### config.mk
export PLATFORM = sky130hd
export DESIGN_NAME = hwcounter_reader
export DESIGN_NICKNAME = d
export VERILOG_FILES = /design/src/rtl/hwcounter_reader.sv
export SDC_FILE = /design/constraint.sdc
export NUM_CORES = 1
export LEC_CHECK = 0
export CORE_MARGIN = 2
export CORE_UTILIZATION = 31
export DETAILED_ROUTE_END_ITERATION = 6
export GPL_TIMING_DRIVEN = 0
export HOLD_SLACK_MARGIN = 0.02
export PLACE_DENSITY_LB_ADDON = 0.3
export RECOVER_POWER = 50
export SLEW_MARGIN = 10
export SYNTH_ARGS = -nofsm -noshare
export SYNTH_HDL_FRONTEND = slang
export SYNTH_SLANG_ARGS = --single-unit
### constraint.sdc
create_clock -name m_axi_aclk -period 4.16 [get_ports m_axi_aclk]
set_input_delay 0.624 -clock m_axi_aclk [delete_from_list [all_inputs] [get_ports m_axi_aclk]]
set_output_delay 0.624 -clock m_axi_aclk [all_outputs]
set_load 0.1 [all_outputs]
### src/rtl/hwcounter_reader.sv
// hwcounter_reader: coherent 64-bit counter sample read as hi, lo, hi over AXI-Lite, retrying lo/hi until hi is stable
// Ports:
//   m_axi_aclk, rst          clock and synchronous active-high reset
//   req_valid / req_ready    request one sample
//   m_axi_ar* / m_axi_r*     AXI-Lite read master, one read outstanding at a time
//   out_data, out_retry_cnt  sample {hi,lo} and retries used (saturates at 15)
//   out_err                  sample flagged by a non-OKAY read response
//   out_valid / out_ready    result handshake
// Optional: define HWCOUNTER_READER_RESP_CHECK_EN to end a sample early with out_err=1 on any non-OKAY rresp.
module hwcounter_reader #(
  parameter int C_M_AXI_DATA_WIDTH = 32,
  parameter int C_M_AXI_ADDR_WIDTH = 3,
  parameter logic [C_M_AXI_ADDR_WIDTH-1:0] C_LO_OFFSET = 3'b000,
  parameter logic [C_M_AXI_ADDR_WIDTH-1:0] C_HI_OFFSET = 3'b100
) (
  input  logic                            m_axi_aclk,
  input  logic                            rst,
  input  logic                            req_valid,
  output logic                            req_ready,
  output logic [C_M_AXI_ADDR_WIDTH-1:0]   m_axi_araddr,
  output logic                            m_axi_arvalid,
  input  logic                            m_axi_arready,
  input  logic [C_M_AXI_DATA_WIDTH-1:0]   m_axi_rdata,
  input  logic [1:0]                      m_axi_rresp,
  input  logic                            m_axi_rvalid,
  output logic                            m_axi_rready,
  output logic [2*C_M_AXI_DATA_WIDTH-1:0] out_data,
  output logic [3:0]                      out_retry_cnt,
  output logic                            out_err,
  output logic                            out_valid,
  input  logic                            out_ready
);
  typedef enum logic [2:0] {IDLE, AR_HI1, R_HI1, AR_LO, R_LO, AR_HI2, R_HI2, DONE} state_t;
  state_t state_q;
  logic req_ready_q, arvalid_q, rready_q, out_valid_q, rd_err;
  logic [C_M_AXI_ADDR_WIDTH-1:0] araddr_q;
  logic [C_M_AXI_DATA_WIDTH-1:0] hi1_q, lo_q;
  logic [2*C_M_AXI_DATA_WIDTH-1:0] out_data_q;
  logic [3:0] retry_q;
  assign req_ready     = req_ready_q;
  assign m_axi_arvalid = arvalid_q;
  assign m_axi_araddr  = araddr_q;
  assign m_axi_rready  = rready_q;
  assign out_valid     = out_valid_q;
  assign out_data      = out_data_q;
  assign out_retry_cnt = retry_q;
`ifdef HWCOUNTER_READER_RESP_CHECK_EN
  logic err_q;
  assign rd_err  = m_axi_rresp != 2'b00;
  assign out_err = err_q;
  always_ff @(posedge m_axi_aclk)
    if (rst) err_q <= 1'b0;
    else if (state_q == IDLE && req_valid && req_ready_q) err_q <= 1'b0;
    else if (rready_q && m_axi_rvalid && rd_err) err_q <= 1'b1;
`else
  logic unused_rresp;
  assign unused_rresp = ^m_axi_rresp;
  assign rd_err  = 1'b0;
  assign out_err = 1'b0;
`endif
  always_ff @(posedge m_axi_aclk)
    if (rst) begin
      state_q     <= IDLE;
      req_ready_q <= 1'b0;
      arvalid_q   <= 1'b0;
      rready_q    <= 1'b0;
      araddr_q    <= '0;
      out_valid_q <= 1'b0;
      out_data_q  <= '0;
      retry_q     <= '0;
      hi1_q       <= '0;
      lo_q        <= '0;
    end else
      case (state_q)
        IDLE: begin
          req_ready_q <= 1'b1;
          if (req_valid && req_ready_q) begin
            req_ready_q <= 1'b0;
            retry_q     <= '0;
            arvalid_q   <= 1'b1;
            araddr_q    <= C_HI_OFFSET;
            state_q     <= AR_HI1;
          end
        end
        AR_HI1, AR_LO, AR_HI2:
          if (m_axi_arready) begin
            arvalid_q <= 1'b0;
            rready_q  <= 1'b1;
            state_q   <= state_q == AR_HI1 ? R_HI1 : state_q == AR_LO ? R_LO : R_HI2;
          end
        R_HI1, R_LO, R_HI2:
          if (m_axi_rvalid) begin
            rready_q <= 1'b0;
            if (rd_err) begin
              out_valid_q <= 1'b1;
              state_q     <= DONE;
            end else if (state_q == R_LO) begin
              lo_q      <= m_axi_rdata;
              arvalid_q <= 1'b1;
              araddr_q  <= C_HI_OFFSET;
              state_q   <= AR_HI2;
            end else if (state_q == R_HI1 || m_axi_rdata != hi1_q) begin
              // hi moved between the two hi reads: the lo word may straddle a carry, so re-read lo
              hi1_q     <= m_axi_rdata;
              retry_q   <= retry_q + {3'b000, state_q == R_HI2 && retry_q != 4'hF};
              arvalid_q <= 1'b1;
              araddr_q  <= C_LO_OFFSET;
              state_q   <= AR_LO;
            end else begin
              out_data_q  <= {hi1_q, lo_q};
              out_valid_q <= 1'b1;
              state_q     <= DONE;
            end
          end
        DONE:
          if (out_ready) begin
            out_valid_q <= 1'b0;
            req_ready_q <= 1'b1;
            state_q     <= IDLE;
          end
      endcase
endmodule

# --- Word level (Yosys, flattened, before mapping) ---
# Cells that the tools add are included.
op_classes:
  reduce_logical: 21
  n_eq_ne: 17
  n_bitwise: 2
  n_mux: 36
  add_sub_neg: 1
ops:
  columns: ["cell", "n"]
  rows:
  - ["$mux W3", 11]
  - ["$ne A32 B32 Y1", 1]
  - ["$mux W4", 4]
  - ["$reduce_and A4 Y1", 4]
  - ["$reduce_and A5 Y1", 3]
  - ["$ne A2 B2 Y1 const B", 7]
  - ["$mux W1", 13]
  - ["$eq A3 B3 Y1 const B", 4]
  - ["$pmux W3 S4", 1]
  - ["$pmux W4 S2", 1]
  - ["$reduce_bool A2 Y1", 4]
  - ["$eq A3 B2 Y1 const B", 2]
  - ["$pmux W1 S2", 3]
  - ["$pmux W3 S2", 1]
  - ["$reduce_and A3 Y1", 2]
  - ["$reduce_or A3 Y1", 2]
  - ["$add A4 B1 Y4", 1]
  - ["$ne A4 B4 Y1 const B", 1]
  - ["$eq A3 B1 Y1 const B", 1]
  - ["$logic_not A3 Y1", 1]
  - ["$ne A3 B3 Y1 const B", 1]
  - ["$pmux W1 S3", 1]
  - ["$reduce_bool A3 Y1", 1]
  - ["$logic_and A1 B1 Y1", 2]
  - ["other kinds (4)", 5]
totals:
  wordCells: 87
  ff_bits: 142
  output_inout_bits: 76

# --- Longest topological paths before layout ---
# Gate-level depths: netlist of the first run.
logic_depth:
  word_depth: 7
  depth_mapped: 11

# --- Worst setup path before layout of the first run ---
# Ideal clock, no wire load.
synth_path:
  kind: "register -> register"
  from: "reg retry_q[1] (netlist: out_retry_cnt[1])"
  to: "reg retry_q[2] (netlist: out_retry_cnt[2])"
  path_stages_with_launch: 8
  t_required_ns: 4.025
  path_buffers: 0
  setup_slack_ns: 1.840
  t_arrival_ns: 2.185
  setup_ns: 0.135
  cell_sequence: "dfxtp_1 -> a41oi_1 -> ha_1 -> ha_1 -> and3_1 -> o2bb2ai_1 -> a32oi_1 -> o22ai_1"
synth_via:
  elab_chain_len: 7
synth_rtl:
  columns: ["element", "line_no", "text"]
  rows:
  - ["from (decl)", "39", "logic [3:0] retry_q;"]
  - ["from (signal assigned)", "105", "retry_q <= retry_q + {3'b000, state_q == R_HI2 && retry_q != 4'hF};"]
  - ["$ne A4 B4 Y1", "105", null]
  - ["$logic_and A1 B1 Y1", "105", null]
  - ["$add A4 B1 Y4 *", "105", null]
  - ["$mux W4 *", "102", "end else if (state_q == R_HI1 || m_axi_rdata != hi1_q) begin"]
  - ["$mux W4 *", "97", "end else if (state_q == R_LO) begin"]
  - ["$mux W4 *", "92", "if (m_axi_rvalid) begin"]
  - ["$pmux W4 S2 *", "74", "case (state_q)"]
# Mark *: on every way between the ends. The rest lies on a longest branch, timed or not. The select of a mux whose other input is x is not followed.
# A chain may end at the register's enable or synchronous reset.

# --- Worst setup path in the final report of the first run ---
layout_path:
  from: "in m_axi_rdata[0]"
  to: "reg retry_q[1] (netlist: out_retry_cnt[1])"
layout_via:
  elab_chain_len: 4
layout_rtl:
  columns: ["element", "line_no", "text"]
  rows:
  - ["from (decl)", "23", "input logic [C_M_AXI_DATA_WIDTH-1:0] m_axi_rdata,"]
  - ["$ne A32 B32 Y1", "102", null]
  - ["$logic_or A1 B1 Y1", "102", null]
  - ["$ne A2 B2 Y1 (no line)", null, null]
  - ["$reduce_and A5 Y1 (no line)", null, null]
# No other way between the ends.

==> results of run 1 <==
## sequential cells by signal, indices dropped and copies added, names as in the netlist
register / flops
req_ready: 1
out_data: 64
state_q: 3
m_axi_rready: 1
m_axi_arvalid: 1
hi1_q: 32
out_retry_cnt: 4
lo_q: 32
out_valid: 1
m_axi_araddr: 1
## stage by stage
step	setup slack [ns]	utilization	total power [mW]	area [µm²]	hold slack (ns)
2_1_floorplan	1.84	-	1.51	5570	0.436
3_3_place_gp	0.919	0.399	1.60	6950	0.450
3_5_place_dp	0.873	0.399	1.60	6950	0.450
4_1_cts	1.30	0.433	3.13	7540	0.458
5_1_grt	1.08	0.433	3.21	7540	0.475
6_report	1.16	0.433	3.08	7540	0.455
## per-layer routing
layer | GRT usage | share of wire | vias up
met3 | 0.0417 | 0.048 | 15
li1 | - | - | 2225
met5 | 0 | 0 | -
met1 | 0.214 | 0.47 | 2114
met4 | 0.0482 | 0.011 | 0
met2 | 0.265 | 0.47 | 118
## cells by family (layout without fill, tap and decap cells)
| logic type | after synthesis | count (layout) | share of synthesized area |
|---|---|---|---|
| other | 1 | 3 | 0.000674 |
| xor gates and xnor gates | 32 | 32 | 0.0504 |
| and+or+nand+nor | 205 | 205 | 0.150 |
| DFF | 140 | 140 | 0.504 |
| buffers and inverters | 44 | 183 | 0.0472 |
| adders and majority gates | 2 | 2 | 0.00450 |
| muxes | 99 | 99 | 0.178 |
| AOI/OAI and AO/OA | 62 | 62 | 0.0654 |
## tightest hold or removal path: stages (launching register included)
cell and delay (ns):
dfxtp_1 0.31, nand2_1 0.05, a21oi_1 0.05
## synthesized netlist by cell type, drive strengths merged
| cell type | instances | area [µm²] |
|---|---|---|
| nand3 | 2 | 10.0 |
| or3 | 1 | 6.26 |
| and3 | 2 | 12.5 |
| or4 | 1 | 7.51 |
| nor4 | 6 | 37.5 |
| a41oi | 1 | 8.76 |
| a311oi | 1 | 15.0 |
| dfxtp | 140 | 2800 |
| xor2 | 16 | 140 |
| a32oi | 1 | 8.76 |
| o2bb2ai | 1 | 8.76 |
| o21a | 2 | 15.0 |
| nand4 | 7 | 43.8 |
| mux2i | 99 | 991 |
| clkinv | 1 | 3.75 |
| inv | 4 | 15.0 |
| ha | 2 | 25.0 |
| a211oi | 1 | 7.51 |
| nand2 | 74 | 278 |
| nand2b | 1 | 6.26 |
| xnor2 | 16 | 140 |
| o22ai | 2 | 12.5 |
| a21oi | 39 | 195 |
| a21o | 2 | 15.0 |
| clkbuf | 26 | 97.6 |
| a2111oi | 1 | 8.76 |
| o311a | 1 | 10.0 |
| nor3 | 5 | 30.0 |
| nor2 | 105 | 394 |
| and4 | 1 | 8.76 |
| a31oi | 3 | 18.8 |
| o21ai | 5 | 25.0 |
| conb | 1 | 3.75 |
| a21boi | 2 | 15.0 |
| buf | 13 | 146 |
## cell type report
class                   count  area, µm²
plain buffers              39        244
repair buffers            110       1100
inverters                   5       18.8
clock inverters             8        118
clock buffers              21        470
well taps                 225        282
flip-flops and latches    140       2800
multi-input cells         403       2510
fillers                  1694       9870
## worst paths after layout
path	start	endpoint	slack, ns	depth (start not counted)
setup / recovery	m_axi_rdata[0]	out_retry_cnt[1]	1.16	7
hold / removal	lo_q[18]	lo_q[18]	0.45	2
hold reg to reg	lo_q[18]	lo_q[18]	0.45	2
setup reg to reg	hi1_q[0]	out_retry_cnt[1]	1.54	6
## power by group
| part | leakage [nW] | internal (mW) | switching, mW |
|---|---|---|---|
| Clock | 0.290 | 0.975 | 0.535 |
| Combinational | 1.38 | 0.0753 | 0.134 |
| Sequential | 1.13 | 1.35 | 0.00923 |
| Total | 2.80 | 2.40 | 0.678 |
==> impl_metrics.yaml, run 1 <==
clock_network:
  clock_sinks: 140
  clk_pin_slew_ns: 0.06
  cts_htree_levels: 4
  cts_setup_buffers: 0
  post_cts_resized: 0
  clock_latency_ns: 0.42
  ctsLongestPathBuffers: 2
  cts_tree: "done"
  numCtsBuffers: 17
  root_buffer: "clkbuf_16"
  hold_buffers: 0
synthesis:
  synth.avg_cell_area_um2: 9.51
  synth_area_um2: 5560
  ys_warn_count: 0
  synth_seq_cells: 140
  synth_cells: 585
  ys_seq_area_frac: 0.504
  yosysUniqueCellTypes: 39
global_route:
  grt_first_pass_wirelength_um: 23200
  grt_max_degree: 17
  grt_usage: 0.163
  grt_overflow: 0
  grt_pass1_vias: 4409
  antenna_found_initial: 0
routing:
  postRouteAntennaNets: 0
  avgRoutedWirePerCell_um: 15.6
  wirelength_um: 14800
  drtIter0Drc: 283
  dr.pass1.iters: 5
  viasPerCell: 4.70
  drc: 0
  route.vias.total: 4472
min_path:
  hold_class: "reg2reg"
die:
  num_io_pins: 116
  core_area_um2: 17400
  design.die.area_um2: 19000
  initial_core_util: 0.319
  die_x_um: 138
  die_h_um: 138
  rows: 48
timing:
  post-route-period-util: 0.720
  hold_viol_final: 0
  setup_violations: 0
  period_needed_ns: 3.00
  worstMarginPinSlew_ns: 1.04
  max-slew-margin-rel: 0.304
  drv_slew: 0
  rsz0062_at_grt: "false"
  fmax_mhz: 334
  setup_tns_ns: 0
  clock_skew_ns: 0.00944
placement:
  place_inst: 922
  post-dp-hpwl_um: 11100
  numPortBuffers: 110
  gp_congestion: 0.814
critical_path:
  startpoint_type: "input pin"
  cp-end-kind: "flop"
  cp_cell_sequence: "clkdlybuf4s50_1 > xnor2_1 > nand4_1 > or4_1 > nor3_1 > nor2_1 > mux2i_1"
  crit_path_top_delay_cell: "or4_1"
  crit_required_ns: 4.44
  crit_arrival_ns: 3.28
  cp_num_buf_inv: 1
  path_class: "in2reg"
  max_stage_delay_ns: 0.56
  critPathMaxFanout: 4
  crit_family: "simple AND/OR/NAND/NOR gates"
run_status:
  status: "finished clean"
cells_and_area:
  drive_above_1_share: 0.0592
  antenna_cells: 0
  fin_cells: 951
  most-common-layout-cells: "dfxtp_1 (140), nor2_1 (105), mux2i_1 (99)"
  nNetsFinal: 758
  layout_commonest_cell: "dfxtp_1"
  area_delta_synth_final_pct: 35.6
power_and_ir_drop:
  powerDensity_nw_per_um2: 409
  p_leak_nw: 2.80
  ir_drop_uv: 307
job:
  max_cap_viol_count: 0
Note: power is estimated with default switching activity, not from simulation.
==> run 2: changes to the inputs <==
clock period = 2.9 ns   (was 4.16 ns; I/O delays follow)
==> impl_metrics.yaml, run 2 (synthesized netlist as in run 1, its figures left out) <==
timing:
  worstMarginPinSlew_ns: 1.04
  period_needed_ns: 2.81
  setup_tns_ns: 0
  setup_ws_ns: 0.0919
  rsz0062_at_grt: "false"
  hold_viol_final: 0
  fmax_mhz: 356
  clock_skew_ns: 0.00944
  post-route-period-util: 0.968
  setup_violations: 0
  drv_slew: 0
  max-slew-margin-rel: 0.304
placement:
  place_inst: 922
  post-dp-hpwl_um: 11100
  dp_slack_ns: -0.198
  numPortBuffers: 110
  gp_congestion: 0.814
  placed_area_um2: 6950
critical_path:
  crit_end: "out_retry_cnt[1]"
  reg2reg_to: "out_retry_cnt[1]"
  crit_required_ns: 3.18
  critPathMaxFanout: 4
  path_class: "in2reg"
  cp-end-kind: "flop"
  startpoint_type: "input pin"
  reg2reg_from: "hi1_q[0]"
  crit_arrival_ns: 3.09
  crit_path_start: "m_axi_rdata[0]"
  r2r_slack_ns: 0.28
  reg2regPathDepth: 6
clock_network:
  cts_tree: "done"
  hold_buffers: 0
  clk_pin_slew_ns: 0.06
  cts_htree_levels: 4
  post_cts_resized: 0
  ctsLongestPathBuffers: 2
  numCtsBuffers: 17
  clock_latency_ns: 0.42
  cts_setup_buffers: 0
  clock_sinks: 140
  root_buffer: "clkbuf_16"
cells_and_area:
  layout_commonest_cell: "dfxtp_1"
  final_cell_area_um2: 7540
  nNetsFinal: 758
  drive_above_1_share: 0.0592
  fin_cells: 951
  most-common-layout-cells: "dfxtp_1 (140), nor2_1 (105), mux2i_1 (99)"
  area_delta_synth_final_pct: 35.6
  largest_reg_flops: 64
  antenna_cells: 0
die:
  core_area_um2: 17400
  num_io_pins: 116
  initial_core_util: 0.319
  design.die.area_um2: 19000
  die_x_um: 138
  rows: 48
  die_h_um: 138
global_route:
  grt_usage: 0.163
  grt_overflow: 0
  antenna_found_initial: 0
  grt_max_degree: 17
  grt_first_pass_wirelength_um: 23200
  grt_pass1_vias: 4409
routing:
  postRouteAntennaNets: 0
  dr.pass1.iters: 5
  wirelength_um: 14800
  drtIter0Drc: 283
  viasPerCell: 4.70
  route.vias.total: 4472
  drc: 0
  avgRoutedWirePerCell_um: 15.6
min_path:
  hold_class: "reg2reg"
  hold_start: "lo_q[18]"
power_and_ir_drop:
  powerDensity_nw_per_um2: 586
  switching_share: 0.220
  p_leak_nw: 2.80
  p_total_mw: 4.42
  p_sw_mw: 0.973
  ir_drop_uv: 441
  clkPwrFrac: 0.490
  internal-power_mw: 3.45
  pwr-share-comb: 0.068
  p_seq_frac: 0.442
job:
  max_cap_viol_count: 0
run_status:
  status: "finished clean"
run 2: cell type report:
class	instances	area, µm²
plain buffers	39	244
clock buffers	21	470
clock inverters	8	118
fillers	1694	9870
inverters	5	18.8
multi-input cells	403	2510
flip-flops and latches	140	2800
well taps	225	282
repair buffers	110	1100
run 2: metal layers:
| metal | part of all wire | vias up | GRT usage |
|---|---|---|---|
| met5 | 0 | - | 0 |
| met4 | 0.011 | 0 | 0.0482 |
| met3 | 0.048 | 15 | 0.0417 |
| met2 | 0.47 | 118 | 0.265 |
| met1 | 0.47 | 2114 | 0.214 |
| li1 | - | 2225 | - |
run 2: worst min-delay path by stage:
stage / slack [ns] / depth (start not counted) / to
detailed placement: 0.45 / 2 / lo_q[9]
floorplan: 0.44 / 2 / lo_q[0]
global placement: 0.45 / 2 / lo_q[8]
CTS: 0.46 / 2 / lo_q[9]
global route: 0.48 / 2 / lo_q[5]
finish: 0.45 / 2 / lo_q[18]
run 2: metrics by stage:
stage	util	hold WS (ns)
global placement	0.399	0.450
detailed placement	0.399	0.450
global route	0.433	0.475
CTS	0.433	0.458
floorplan	-	0.436
finish	0.433	0.455
run 2: worst max-delay path, stage by stage:
cell	delay [ns]
clkdlybuf4s50_1	0.46
xnor2_1	0.39
nand4_1	0.26
or4_1	0.56
nor3_1	0.55
nor2_1	0.25
mux2i_1	0.18
run 2: power by group through the flow:
stage | Sequential (mW) | Combinational (mW) | Clock (mW)
2_1_floorplan | 2.04 | 0.131 | 0
3_3_place_gp | 2.00 | 0.298 | 0
3_5_place_dp | 2.00 | 0.301 | 0
4_1_cts | 1.95 | 0.303 | 2.23
5_1_grt | 1.96 | 0.322 | 2.33
6_report | 1.95 | 0.300 | 2.17
==> run 3: changes to the inputs <==
CELL_PAD_IN_SITES_DETAIL_PLACEMENT = 0   (was unset)
CELL_PAD_IN_SITES_GLOBAL_PLACEMENT = 2   (was unset)
SLEW_MARGIN = unset   (was 10)
==> impl_metrics.yaml, run 3 (synthesized netlist as in run 1, its figures left out) <==
timing:
  worstMarginPinSlew_ns: 0.989
  post-route-period-util: 0.935
  setup_violations: 0
  max-slew-margin-rel: 0.338
  fmax_mhz: 369
  hold_viol_final: 0
  setup_ws_ns: 0.188
  period_needed_ns: 2.71
  setup_tns_ns: 0
  holdWs_ns: 0.456
  clock_skew_ns: 0.0117
  rsz0062_at_grt: "false"
  drv_slew: 0
critical_path:
  reg2reg_to: "out_retry_cnt[3]"
  max_stage_delay_ns: 0.57
  crit_required_ns: 3.21
  cp-end-kind: "flop"
  critPathMaxFanout: 4
  r2r_slack_ns: 0.42
  path_class: "in2reg"
  crit_path_top_delay_cell: "or4_1"
  cp_cell_sequence: "clkdlybuf4s50_1 > xnor2_1 > nand4_1 > or4_1 > nor3_1 > nor2_1 > a21o_1"
  crit_arrival_ns: 3.02
  crit_family: "simple AND/OR/NAND/NOR gates"
  startpoint_type: "input pin"
  reg2regPathDepth: 6
  cp_num_buf_inv: 1
  reg2reg_from: "hi1_q[0]"
cells_and_area:
  nNetsFinal: 758
  antenna_cells: 0
  fin_util: 0.436
  layout_commonest_cell: "dfxtp_1"
  multi_input_area_um2: 2510
  area_delta_synth_final_pct: 36.4
  final_cell_area_um2: 7590
  drive_above_1_share: 0.0632
  n_fill_cell: 1720
  fin_cells: 953
  seqCellArea_um2: 2800
  most-common-layout-cells: "dfxtp_1 (140), nor2_1 (105), mux2i_1 (99)"
  largest_reg_flops: 64
min_path:
  worstHoldPathCells: 2
  holdPathEnd: "lo_q[29]"
  hold_class: "reg2reg"
  hold_start: "lo_q[29]"
clock_network:
  cts_htree_levels: 4
  cts_setup_buffers: 0
  hold_buffers: 0
  clock_sinks: 140
  clock_latency_ns: 0.42
  cts_tree: "done"
  clk_pin_slew_ns: 0.06
  numCtsBuffers: 17
  ctsLongestPathBuffers: 2
  root_buffer: "clkbuf_16"
  post_cts_resized: 0
die:
  core_area_um2: 17400
  rows: 48
  die_x_um: 138
  design.die.area_um2: 19000
  initial_core_util: 0.319
  die_h_um: 138
  num_io_pins: 116
power_and_ir_drop:
  powerDensity_nw_per_um2: 605
  p_total_mw: 4.59
  p_leak_nw: 2.83
  ir_drop_uv: 516
global_route:
  grt_util_met2: 0.259
  met1_usage: 0.211
  antenna_found_initial: 0
  grt_use_met3: 0.0450
  grt-busiest-layer: "met2"
  grt_max_degree: 17
  grt_pass1_vias: 4409
  grt_overflow: 0
  grt_first_pass_wirelength_um: 23100
  grt_usage: 0.163
placement:
  placed_area_um2: 6950
  place_inst: 922
  dp_slack_ns: -0.280
  post-dp-hpwl_um: 11000
  numPortBuffers: 110
  gp_congestion: 0.754
routing:
  viasPerCell: 4.59
  route.vias.total: 4377
  drtIter0Drc: 192
  postRouteAntennaNets: 0
  avgRoutedWirePerCell_um: 15.4
  dr.pass1.iters: 5
  drc: 0
  wirelength_um: 14700
job:
  max_cap_viol_count: 0
run_status:
  status: "finished clean"
-- run 3: cell count changes in the layout (fill, tap and decap cells not counted), sizes merged --
cell           previous run  this run
inv                       4         5
clkdlybuf4s50            39        37
dlygate4sd3              71        73
bufinv                    3         5
clkbuf                   47        44
clkinv                    5         7
-- run 3: worst min-delay path, cell delays in order (launching register included) --
cell and delay (ns):
dfxtp_1 0.31, nand2_1 0.05, a21oi_1 0.05
-- run 3: per-layer routing --
layer | routed length [µm] | vias to the layer above
met1 | 6890 | 2031
met2 | 6760 | 100
met4 | 263 | 0
met5 | 0 | -
met3 | 775 | 20
li1 | - | 2226
-- run 3: worst max-delay path by stage --
| stage | startpoint | slack [ns] | cells after the start | end |
|---|---|---|---|---|
| after floorplan | out_retry_cnt[1] | 0.58 | 7 | out_retry_cnt[2] |
| after global placement | m_axi_rdata[0] | -0.26 | 7 | out_retry_cnt[3] |
| after detailed placement | m_axi_rdata[0] | -0.28 | 7 | out_retry_cnt[3] |
| after CTS | m_axi_rdata[0] | 0.16 | 7 | out_retry_cnt[3] |
| after global routing | m_axi_rdata[0] | 0.04 | 7 | out_retry_cnt[3] |
| final | m_axi_rdata[0] | 0.19 | 7 | out_retry_cnt[3] |
-- run 3: power breakdown --
| part | switching [mW] | internal, mW |
|---|---|---|
| Combinational | 0.192 | 0.107 |
| Sequential | 0.0130 | 1.94 |
| Clock | 0.802 | 1.53 |
-- run 3: area by class of cell --
type,instances,share of cell area
flip-flops and latches,140,0.369
multi-input cells,403,0.330
repair buffers,110,0.145
clock buffers,18,0.0579
well taps,225,0.0371
plain buffers,39,0.0321
clock inverters,13,0.0259
inverters,5,0.00247
